`config.mk`:
```
export PLATFORM = sky130hd
export DESIGN_NAME = shift_out
export DESIGN_NICKNAME = d
export VERILOG_FILES = /design/src/rtl/shift_out.sv
export SDC_FILE = /design/constraint.sdc
export NUM_CORES = 1
export LEC_CHECK = 0
export ABC_AREA = 1
export BUFFER_PORTS_ARGS = -buffer_cell sky130_fd_sc_hd__buf_4
export CAP_MARGIN = 20
export CORE_ASPECT_RATIO = 1.4
export CORE_MARGIN = 5
export CORE_UTILIZATION = 51
export DETAILED_ROUTE_END_ITERATION = 8
export GPL_ROUTABILITY_DRIVEN = 0
export HOLD_SLACK_MARGIN = 0.12
export PLACE_DENSITY = 0.74
export SYNTH_ARGS = -nofsm -noshare
export SYNTH_HDL_FRONTEND = slang
export SYNTH_SLANG_ARGS = --single-unit
```
`constraint.sdc`:
```
create_clock -name i_clk -period 1.2 [get_ports i_clk]
set_clock_uncertainty 0.05 [all_clocks]
set_input_delay 0.24 -clock i_clk [delete_from_list [all_inputs] [get_ports i_clk]]
set_output_delay 0.24 -clock i_clk [all_outputs]
set_load 0.005 [all_outputs]
```
`src/rtl/shift_out.sv`:
```
// rtl/shift_out.sv - serial byte shifter driving an external shift-register chain (sclk/sdata/rclk)
// Optional build macro SHIFT_OUT_LSB_FIRST_EN: shift bit 0 first instead of bit 7.
module shift_out #(
    parameter int unsigned CLKDIV = 2
) (
    input  logic       i_clk,
    input  logic       i_rst,
    input  logic [7:0] i_data,
    input  logic       i_load,
    input  logic       i_latch,
    output logic       o_busy,
    output logic       o_sdata,
    output logic       o_sclk,
    output logic       o_rclk
);

    typedef enum logic [1:0] {
        IDLE     = 2'd0,
        LATCH    = 2'd1,
        SHIFT_LO = 2'd2,
        SHIFT_HI = 2'd3
    } state_t;

    localparam logic [7:0] PHASE_TC = 8'(CLKDIV - 1);

    state_t     state_q, state_d;
    logic [7:0] phase_q, phase_d;
    logic [2:0] bit_q, bit_d;
    logic [7:0] data_q, data_d;
    logic       pend_q, pend_d;
    logic       sdata_q, sdata_d;
    logic       busy_q;
    logic       phase_done;

    assign phase_done = (phase_q == PHASE_TC);

    function automatic logic pick_bit(input logic [7:0] b, input logic [2:0] idx);
`ifdef SHIFT_OUT_LSB_FIRST_EN
        return b[idx];
`else
        return b[3'd7 - idx];
`endif
    endfunction

    always_ff @(posedge i_clk) begin
        if (i_rst) begin
            state_q <= IDLE;
            phase_q <= 8'd0;
            bit_q   <= 3'd0;
            data_q  <= 8'd0;
            pend_q  <= 1'b0;
            sdata_q <= 1'b0;
            busy_q  <= 1'b0;
        end else begin
            state_q <= state_d;
            phase_q <= phase_d;
            bit_q   <= bit_d;
            data_q  <= data_d;
            pend_q  <= pend_d;
            sdata_q <= sdata_d;
            busy_q  <= (state_d != IDLE);
        end
    end

    always_comb begin
        state_d = state_q;
        phase_d = phase_q;
        bit_d   = bit_q;
        data_d  = data_q;
        pend_d  = pend_q;
        sdata_d = sdata_q;
        case (state_q)
            IDLE: begin
                // A simultaneous load is dropped: the latch wins and the byte is lost.
                if (i_latch) begin
                    state_d = LATCH;
                    phase_d = 8'd0;
                end else if (i_load) begin
                    state_d = SHIFT_LO;
                    phase_d = 8'd0;
                    bit_d   = 3'd0;
                    data_d  = i_data;
                    sdata_d = pick_bit(i_data, 3'd0);
                end
            end
            LATCH: begin
                if (phase_done) begin
                    state_d = IDLE;
                    phase_d = 8'd0;
                end else begin
                    phase_d = phase_q + 8'd1;
                end
            end
            SHIFT_LO: begin
                if (i_latch) pend_d = 1'b1;
                if (phase_done) begin
                    state_d = SHIFT_HI;
                    phase_d = 8'd0;
                end else begin
                    phase_d = phase_q + 8'd1;
                end
            end
            SHIFT_HI: begin
                if (i_latch) pend_d = 1'b1;
                if (phase_done) begin
                    phase_d = 8'd0;
                    if (bit_q == 3'd7) begin
                        bit_d = 3'd0;
                        // A latch request arriving in the very last cycle is still honoured.
                        if (pend_q || i_latch) begin
                            state_d = LATCH;
                            pend_d  = 1'b0;
                        end else begin
                            state_d = IDLE;
                        end
                    end else begin
                        state_d = SHIFT_LO;
                        bit_d   = bit_q + 3'd1;
                        sdata_d = pick_bit(data_q, bit_q + 3'd1);
                    end
                end else begin
                    phase_d = phase_q + 8'd1;
                end
            end
            default: begin
                state_d = IDLE;
            end
        endcase
    end

    always_comb begin
        o_busy  = busy_q;
        o_sdata = sdata_q;
        o_sclk  = (state_q == SHIFT_HI);
        o_rclk  = (state_q == LATCH);
    end

endmodule

```
After elaboration in Yosys (flattened, before gate mapping)
Cells that the tools add are included.

cells by class
  $add $sub $neg = 3
  multipliers = 0
  div/mod/pow operators = 0
  magnitude comparators = 1
  equality and inequality tests = 10
  shifts and indexed selects = 0
  muxes and demuxes = 29
  bitwise gates (word level) = 1
  reductions and logical operators = 9

operator list
  operator                                             number
  2-to-1 mux 8 bit                                     3
  one-hot mux 8 bit (2 select lines)                   1
  2-to-1 mux 2 bit                                     6
  2-to-1 mux 3 bit                                     4
  2-to-1 mux 1 bit                                     10
  adder 8 x 1 -> 8 bit, second input constant          1
  equality test 8 x 1 -> 1 bit, second input constant  1
  one-hot mux 2 bit (4 select lines)                   1
  != test 2 bit, second input constant                 3
  one-hot mux 3 bit (2 select lines)                   1
  nonzero test 2 bit                                   3
  AND reduction 5 bit                                  1
  equality test 2 bit, second input constant           2
  < comparator 3 x 4 -> 1 bit, second input constant   1
  one-hot mux 1 bit (2 select lines)                   2
  AND reduction 4 bit                                  1
  adder 3 x 1 -> 3 bit, second input constant          1
  binary-select mux 1 bit (select 3 bit)               1
  equality test 3 bit, second input constant           1
  != test 3 bit, second input constant                 1
  AND reduction 3 bit                                  1
  OR reduction 3 bit                                   1
  subtractor 3 bit, first input constant               1
  equality test 2 x 1 -> 1 bit, second input constant  1
  4 further kinds                                      4

storage, ports and cells
  bits in registers = 24
  bits in latches = 0
  bits in writable memories = 0
  ROM bits = 0
  input port bits = 12
  output and inout bits = 4
  word-level logic and storage cells = 60
  memories = 0

Depth between registers and ports, before layout
Gate-level depths: netlist of the first run.

  word-level depth = 7
  gate-level depth with buffers = 10
  gate-level depth less buffers = 10

Worst setup path after synthesis of the first run
No wires, ideal clock.

  path type = register to register
  start point = reg bit_q[0]
  end point = reg sdata_q, in the netlist o_sdata
  setup time = 0.112 ns
  arrival = 1.172 ns
  slack = -0.134 ns
  stages on the path, launching flop included = 9
  buffers on the path = 0
  clock period less this slack = 1.334 ns
  path through = dfxtp_1 -> ha_1 -> ha_1 -> inv_1 -> nand3_1 -> nand2_1 -> nor2_1 -> nor2_1 -> nor2_1

on the way
  word-level cells in the longest chain between the ends = 7
  elaborated cells between the ends (all ways) = 10

ends and longest elaborated chain
  what                                    line  source
  from (decl)                             28    logic [2:0] bit_q, bit_d;
  from (signal assigned)                  57    bit_q <= bit_d;
  adder 3 x 1 -> 3 bit                    119   sdata_d = pick_bit(data_q, bit_q + 3'd1);
  subtractor 3 bit                        41    return b[3'd7 - idx];
  binary-select mux 1 bit (select 3 bit)  41
  2-to-1 mux 1 bit (implied by the code)  41
  2-to-1 mux 1 bit                        107   if (bit_q == 3'd7) begin
  2-to-1 mux 1 bit                        105   if (phase_done) begin
  one-hot mux 1 bit (2 select lines)      72    case (state_q)
  to (signal assigned)                    60    sdata_q <= sdata_d;
  to (decl)                               31    logic sdata_q, sdata_d;

Several ways; a longest one is shown, not always the timed one. The select of a mux whose other input is x is not followed.
A chain may end at the register's enable or synchronous reset.

Worst setup path after layout of the first run
Ends and elaborated chain as after synthesis.

==> results of run 1 <==
-- what timing repair did --
action,in CTS,in global routing
cloned,1,0
pin swaps,18,11
buffers inserted,5,1
setup endpoints to repair,19,24
resized for setup,32,19
hold endpoints to repair,4,0
hold buffers,2,0
-- registers in the layout, summed over array words and instances (netlist names) --
| name | count |
|---|---|
| bit_q | 3 |
| data_q | 8 |
| o_busy | 1 |
| o_sdata | 1 |
| pend_q | 1 |
| phase_q | 8 |
| state_q | 2 |
-- layer usage --
layer | GRT usage | part of all wire | wire, um | vias up
met5 | 0 | 0 | 0 | -
met4 | 0.0824 | 0.020 | 68 | 0
met3 | 0.0237 | 0.038 | 128 | 9
met2 | 0.380 | 0.57 | 1910 | 38
met1 | 0.202 | 0.37 | 1230 | 642
li1 | - | - | - | 675
-- cell type report --
| cell class | instances | area (um^2) | share of cell area |
|---|---|---|---|
| inverters | 31 | 131 | 0.0707 |
| clock buffers | 4 | 36.3 | 0.0195 |
| repair buffers | 36 | 294 | 0.158 |
| multi-input cells | 130 | 857 | 0.461 |
| well taps | 34 | 42.5 | 0.0229 |
| flip-flops and latches | 24 | 497 | 0.267 |
-- cells in the mapped netlist (all sizes together) --
library cell and instances:
a21oi 18, buf 4, clkinv 1, dfxtp 24
ha 5, inv 30, nand2 51, nand3 16
nand3b 1, nand4 3, nor2 18, nor3 1
o21a 1, o21ai 14, o22ai 1
-- where the power goes --
group	total, W	switching [W]	internal (W)
sequential	0.000898	0.0000484	0.000850
clock	0.000437	0.000251	0.000186
combinational	0.000460	0.000248	0.000212
total	0.00180	0.000548	0.00125
-- tightest hold or removal path, cell delays in order --
cell	delay, ns
buf_4	0.08
o21ai_1	0.05
nor2_1	0.09
-- cell families (layout without fill, tap and decap cells) --
family / count (synthesis) / count (layout) / share of synthesized area
AND/OR/NAND/NOR: 90 / 91 / 0.324
flip-flops: 24 / 24 / 0.370
AO/OA/AOI/OAI: 34 / 34 / 0.143
buffers and inverters: 35 / 71 / 0.116
adder cells (fa/ha/maj): 5 / 5 / 0.0482
-- placed cells by master (no fill, tap or decap) --
| cell | count |
|---|---|
| ha_4 | 4 |
| nand3_2 | 3 |
| o21a_1 | 1 |
| nand2_2 | 6 |
| clkinv_8 | 1 |
| buf_6 | 5 |
| dlygate4sd3_1 | 2 |
| dfxtp_4 | 3 |
| clkbuf_4 | 3 |
| nand2_4 | 5 |
| ha_2 | 1 |
| nand3b_1 | 1 |
| nor2_2 | 2 |
| o21ai_1 | 5 |
| nand2_8 | 1 |
| buf_4 | 29 |
| nand2_1 | 39 |
| o22ai_2 | 1 |
| nor2_4 | 5 |
| inv_2 | 7 |
| inv_1 | 22 |
| nor3_2 | 1 |
| dfxtp_2 | 4 |
| clkbuf_8 | 1 |
| a21oi_2 | 7 |
| dfxtp_1 | 17 |
| a21oi_1 | 11 |
| o21ai_2 | 1 |
| o21ai_0 | 8 |
| nand3_1 | 12 |
| nand4_1 | 3 |
| inv_4 | 1 |
| nand3_4 | 2 |
| nor2_1 | 11 |
-- metrics by stage --
step | setup TNS (ns) | area, um^2 | power (W) | hold slack (ns) | worst slack [ns]
3_5_place_dp | -0.939 | 1570 | 0.00125 | 0.393 | -0.126
5_1_grt | -2.28 | 1860 | 0.00189 | 0.139 | -0.169
6_report | -0.797 | 1860 | 0.00180 | 0.121 | -0.0952
2_1_floorplan | -0.00531 | 1350 | 0.00112 | 0.336 | -0.00531
3_3_place_gp | -0.436 | 1570 | 0.00124 | 0.387 | -0.0692
4_1_cts | -0.709 | 1800 | 0.00176 | 0.130 | -0.0740
-- how the worst max path moves through the flow --
| stage | start | end | slack, ns | cells past startpoint |
|---|---|---|---|---|
| after global placement | phase_q[0]$_SDFFE_PP0P_ | o_busy$_SDFF_PP0_ | -0.07 | 8 |
| after detailed placement | phase_q[1]$_SDFFE_PP0P_ | phase_q[6]$_SDFFE_PP0P_ | -0.13 | 8 |
| after CTS | phase_q[1]$_SDFFE_PP0P_ | o_sdata$_SDFFE_PP0P_ | -0.07 | 10 |
| final | bit_q[0]$_SDFFE_PP0P_ | o_sdata$_SDFFE_PP0P_ | -0.1 | 7 |
| after floorplan | phase_q[1]$_SDFFE_PP0P_ | o_busy$_SDFF_PP0_ | -0.005 | 9 |
| after global routing | phase_q[0]$_SDFFE_PP0P_ | o_sdata$_SDFFE_PP0P_ | -0.17 | 9 |
==> run metrics, run 1 <==
status finished with violations; violated checks setup timing; starting density of the core 0.537; most used cell, CP nor2_1; Worst EP arrival 1.48 ns; clock transition at the registers of the reported paths 0.13 ns; r2r setup slk -0.1 ns; Clock Path Buffers 2; clock root buffer clkbuf_4; Post-DP HPWL 2.30 mm; required time of the critical path 1.39 ns; top cells by area, synth dfxtp_1, nand2_1, inv_1, a21oi_1, nand3_1; Worst Hold End data_q[3]$_SDFFE_PP0P_; crit start category register; total wire length 3.34 mm; minimum clock period 1.30 ns; maxcap violations 0; Mapped Area 1300 um^2; Syn. warnings 0; # H-tree levels 1; P_leak 0.801 nW; Post-Layout Cell Count 259; drt wl/cell 12.9 um; area grow syn2layout 43.1%; 1st-pass router iterations 4; Pwr Density 966 nW/um^2; Fmax 772 MHz; cell row count 21; total grt overflow 0; FF-to-FF path depth 7; initial antenna violation count 0; clk sinks 24; area of the core 2420 um^2; delay-heaviest family, CP adder cells; IO Count 16; Critical-path top delay cell dfxtp_2; Setup WS post-layout -0.0952 ns; Peak VDD IR 0.823 mV; syn nets 205; sequential cell area fraction in the yosys report 0.370; CP cell instances ha_4, ha_4, nand2_1, nor2_1, nor2_1, nor2_1, nor2_1; 1st-iter DRT viols 45; Synth area leader dfxtp_1; layout cells sized above 1 0.413; Mapped Avg Cell Area 6.91 um^2; CP Capture Type register; Hold Startpoint i_data[3]; Cell variety after synth 24; global-route wire length before repair 5.58 mm; final core utilization 0.769; cell count after synthesis 188; Setup Viol. Count Final 17; post-synth top area share 0.370; WHS Path Cells 3; Crit Reg-Reg Endpoint o_sdata$_SDFFE_PP0P_; DR DRC count 0; Die ar. 3670 um^2; final hold vios 0; # placed instances 246; clock latency on the worst-skew pair 0.32 ns; IO Port Bufs 15; hold crit path type in -> reg; CTS buffer count 3; Final ANT Viol Nets 0; fin crit share 1.08; Yosys reg bits 24; fillers 171; pin count of the biggest net entering global routing 14; max-slew violations 0; Nets 243; vias in the first global route 1332; CTS tree done; critical path type reg -> reg; worst path bufs/invs 0; max-slew headroom at the worst pin 0.833; chip height 69.7 um; RSZ-0062 raised after global routing true; GRT Total Usage 0.198; via density per instance 5.27; critical path's largest stage delay 0.36 ns; Worst Path Max Fanout 3; via count 1364; ANT cells 0; Worst R2R Start bit_q[0]$_SDFFE_PP0P_; Die X 52.7 um; Slew @ Worst Pin 0.248 ns
No activity file was read; power rests on OpenSTA's default activity.
==> run 2: changes to the inputs <==
Settings changed: ABC_AREA 1 to default, CORE_UTILIZATION 51 to 50, PLACE_DENSITY 0.74 to 0.73.
==> run metrics, run 2 <==
status finished with violations; violated checks setup timing; via density per instance 5.67 (+7.6%); initial antenna violation count 0 (unchanged); RSZ-0062 raised after global routing true; sequential cell area fraction in the yosys report 0.394 (+0.0239); met2 GRT Util 0.408 (+0.0278); most common cell after layout, fill and taps aside buf_4; IO Port Bufs 15 (unchanged); Post-synth EDFFs 0 (unchanged); clock transition at the registers of the reported paths 0.15 ns (+0.02 ns); hold crit path type in -> reg; Worst Path Max Fanout 3 (unchanged); P_leak 0.786 nW (-1.9%); fillers 139 (-19%); drt wl/cell 16.4 um (+28%); Cell variety after synth 42 (+75%); post-synth top area share 0.394 (+0.0239); Hold Startpoint i_data[1]; pin count of the biggest net entering global routing 17 (+3); cell row count 21 (unchanged); critical path type reg -> reg; CP Capture Type register; Clock Path Buffers 2 (unchanged); syn nets 153 (-25%); setup TNS -8.99 ns (-8.19 ns); crit path launch phase_q[1]$_SDFFE_PP0P_; minimum clock period 1.68 ns (+0.386 ns); Mapped Avg Cell Area 8.97 um^2 (+30%); Setup WS post-layout -0.482 ns (-0.386 ns); Die X 51.7 um (-1.7%); starting density of the core 0.516 (-0.0214); top cells by area, synth dfxtp_1, a21oi_1, nand2_1, ha_1, mux4_2; final core utilization 0.826 (+0.0573); Synth top cells by count dfxtp_1, nand2_1, a21oi_1; Syn. warnings 0 (unchanged); Slew @ Worst Pin 0.285 ns (+0.0370 ns); DR DRC count 0 (unchanged); met1 GRT Util 0.223 (+0.0213); crit start category register; # H-tree levels 1 (unchanged); cell with the most instances after synthesis dfxtp_1; total grt overflow 0 (unchanged); final hold vios 0 (unchanged); CTS buffer count 3 (unchanged); clock root buffer clkbuf_4; 1st-iter DRT viols 47 (+4.4%); global-route wire length before repair 5.69 mm (+2.0%); GRT Total Usage 0.216 (+0.0175); layout cells sized above 1 0.541 (+0.127); Synth area leader dfxtp_1; area grow syn2layout 60.1%; Setup Viol. Count Final 26 (+9); Yosys reg bits 24 (unchanged); commonest non-fill, non-tap cells in the layout buf_4, nand2_1, dfxtp_1; Worst R2R Start phase_q[1]$_SDFFE_PP0P_; via count 1241 (-9.0%); largest registers data_q: 8 flops, phase_q: 8 flops, bit_q: 3 flops; clock latency on the worst-skew pair 0.33 ns (about the same); Final ANT Viol Nets 0 (unchanged); required time of the critical path 1.37 ns (-0.02 ns); GR Util met3 0.0305 (+0.00685); Fmax 595 MHz (-23%); area of the core 2360 um^2 (-2.2%); clk sinks 24 (unchanged); footprint of the multi-input gates 856 um^2 (-0.15%); Peak VDD IR 1.20 mV (+46%); Nets 214 (-12%); vias in the first global route 1282 (-3.8%); fin crit share 1.40 (+0.322); Pwr Density 1000 nW/um^2 (+3.8%); chip height 68.4 um (-1.8%); total wire length 3.60 mm (+7.9%); Synth async-reset ratio 0 (unchanged); ANT cells 0 (unchanged); maxcap violations 0 (unchanged); Worst EP arrival 1.85 ns (+0.37 ns); Register Area 492 um^2 (-1.0%); 1st-pass router iterations 4 (unchanged); Die ar. 3540 um^2 (-3.5%); cell count after synthesis 136 (-28%); max-slew headroom at the worst pin 0.809 (-0.0236); max-slew violations 0 (unchanged); Mapped Area 1220 um^2 (-6.1%); global route hottest layer met2; dominant synthesized flop cell dfxtp_1; CTS tree done; IO Count 16 (unchanged); Post-DP HPWL 2.31 mm (+0.70%)
run 2: cell types whose count changed after synthesis, sizes merged, moves of 3 or more:
cell / before / now
nand2: 51 / 21
inv: 30 / 6
o21ai: 14 / 2
nor2: 18 / 7
nand3: 16 / 7
a311oi: 0 / 5
clkbuf: 0 / 3
nand2b: 0 / 3
run 2: layout make-up:
cell class	instances	share of cell area
Inverter	6	0.0115
Tap cell	23	0.0147
Sequential cell	24	0.252
Timing Repair Buffer	62	0.257
Clock inverter	1	0.0154
Clock buffer	3	0.0115
Multi-Input combinational cell	100	0.438
run 2: final timing paths:
check | to | slack [ns] | cells after the start
max | o_busy$_SDFF_PP0_ | -0.48 | 8
min | data_q[1]$_SDFFE_PP0P_ | 0.14 | 3
max reg2reg | o_busy$_SDFF_PP0_ | -0.48 | 8
min reg2reg | data_q[4]$_SDFFE_PP0P_ | 0.42 | 2
run 2: metrics by stage:
step,area [um^2],std cells,hold slack (ns),total power (W),setup WS [ns]
2_1_floorplan,1320,136,0.266,0.00108,-0.412
3_3_place_gp,1650,200,0.396,0.00123,-0.405
3_5_place_dp,1650,200,0.399,0.00124,-0.431
4_1_cts,1880,215,0.146,0.00192,-0.478
5_1_grt,1950,219,0.151,0.00203,-0.535
6_report,1950,219,0.141,0.00196,-0.482
run 2: routing by layer:
layer  wire length [um]  vias up
met5                  0        -
met4                112        0
met3                 65       13
met2               2030       21
met1               1400      589
li1                   -      618
run 2: power by group:
group / internal (W) / switching (W) / leakage, nW / total, W
combinational: 0.000283 / 0.000224 / 0.560 / 0.000507
sequential: 0.000834 / 0.0000246 / 0.198 / 0.000859
clock: 0.000338 / 0.000254 / 0.0279 / 0.000592
total: 0.00146 / 0.000503 / 0.786 / 0.00196
run 2: cell families after synthesis:
family	share of synthesized area
AOI/OAI and AO/OA	0.193
buffers and inverters	0.0400
and+or+nand+nor	0.260
adders and majority gates	0.0513
DFF	0.394
muxes	0.0626
run 2: timing repair:
item                                    4_1_cts  5_1_grt
pin swaps                                    10        9
endpoints found under the setup margin       26       26
buffers inserted                              4        4
hold buffers                                  7        0
gates resized for setup                      21        9
endpoints found under the hold margin         7        0
run 2: worst max-delay path, cell delays in order (launching register included):
cell and delay (ns):
dfxtp_2 0.35, inv_2 0.05, ha_4 0.11, nor4b_4 0.21, buf_4 0.19, buf_4 0.11
a41o_2 0.21, a21oi_2 0.06, or2_4 0.22
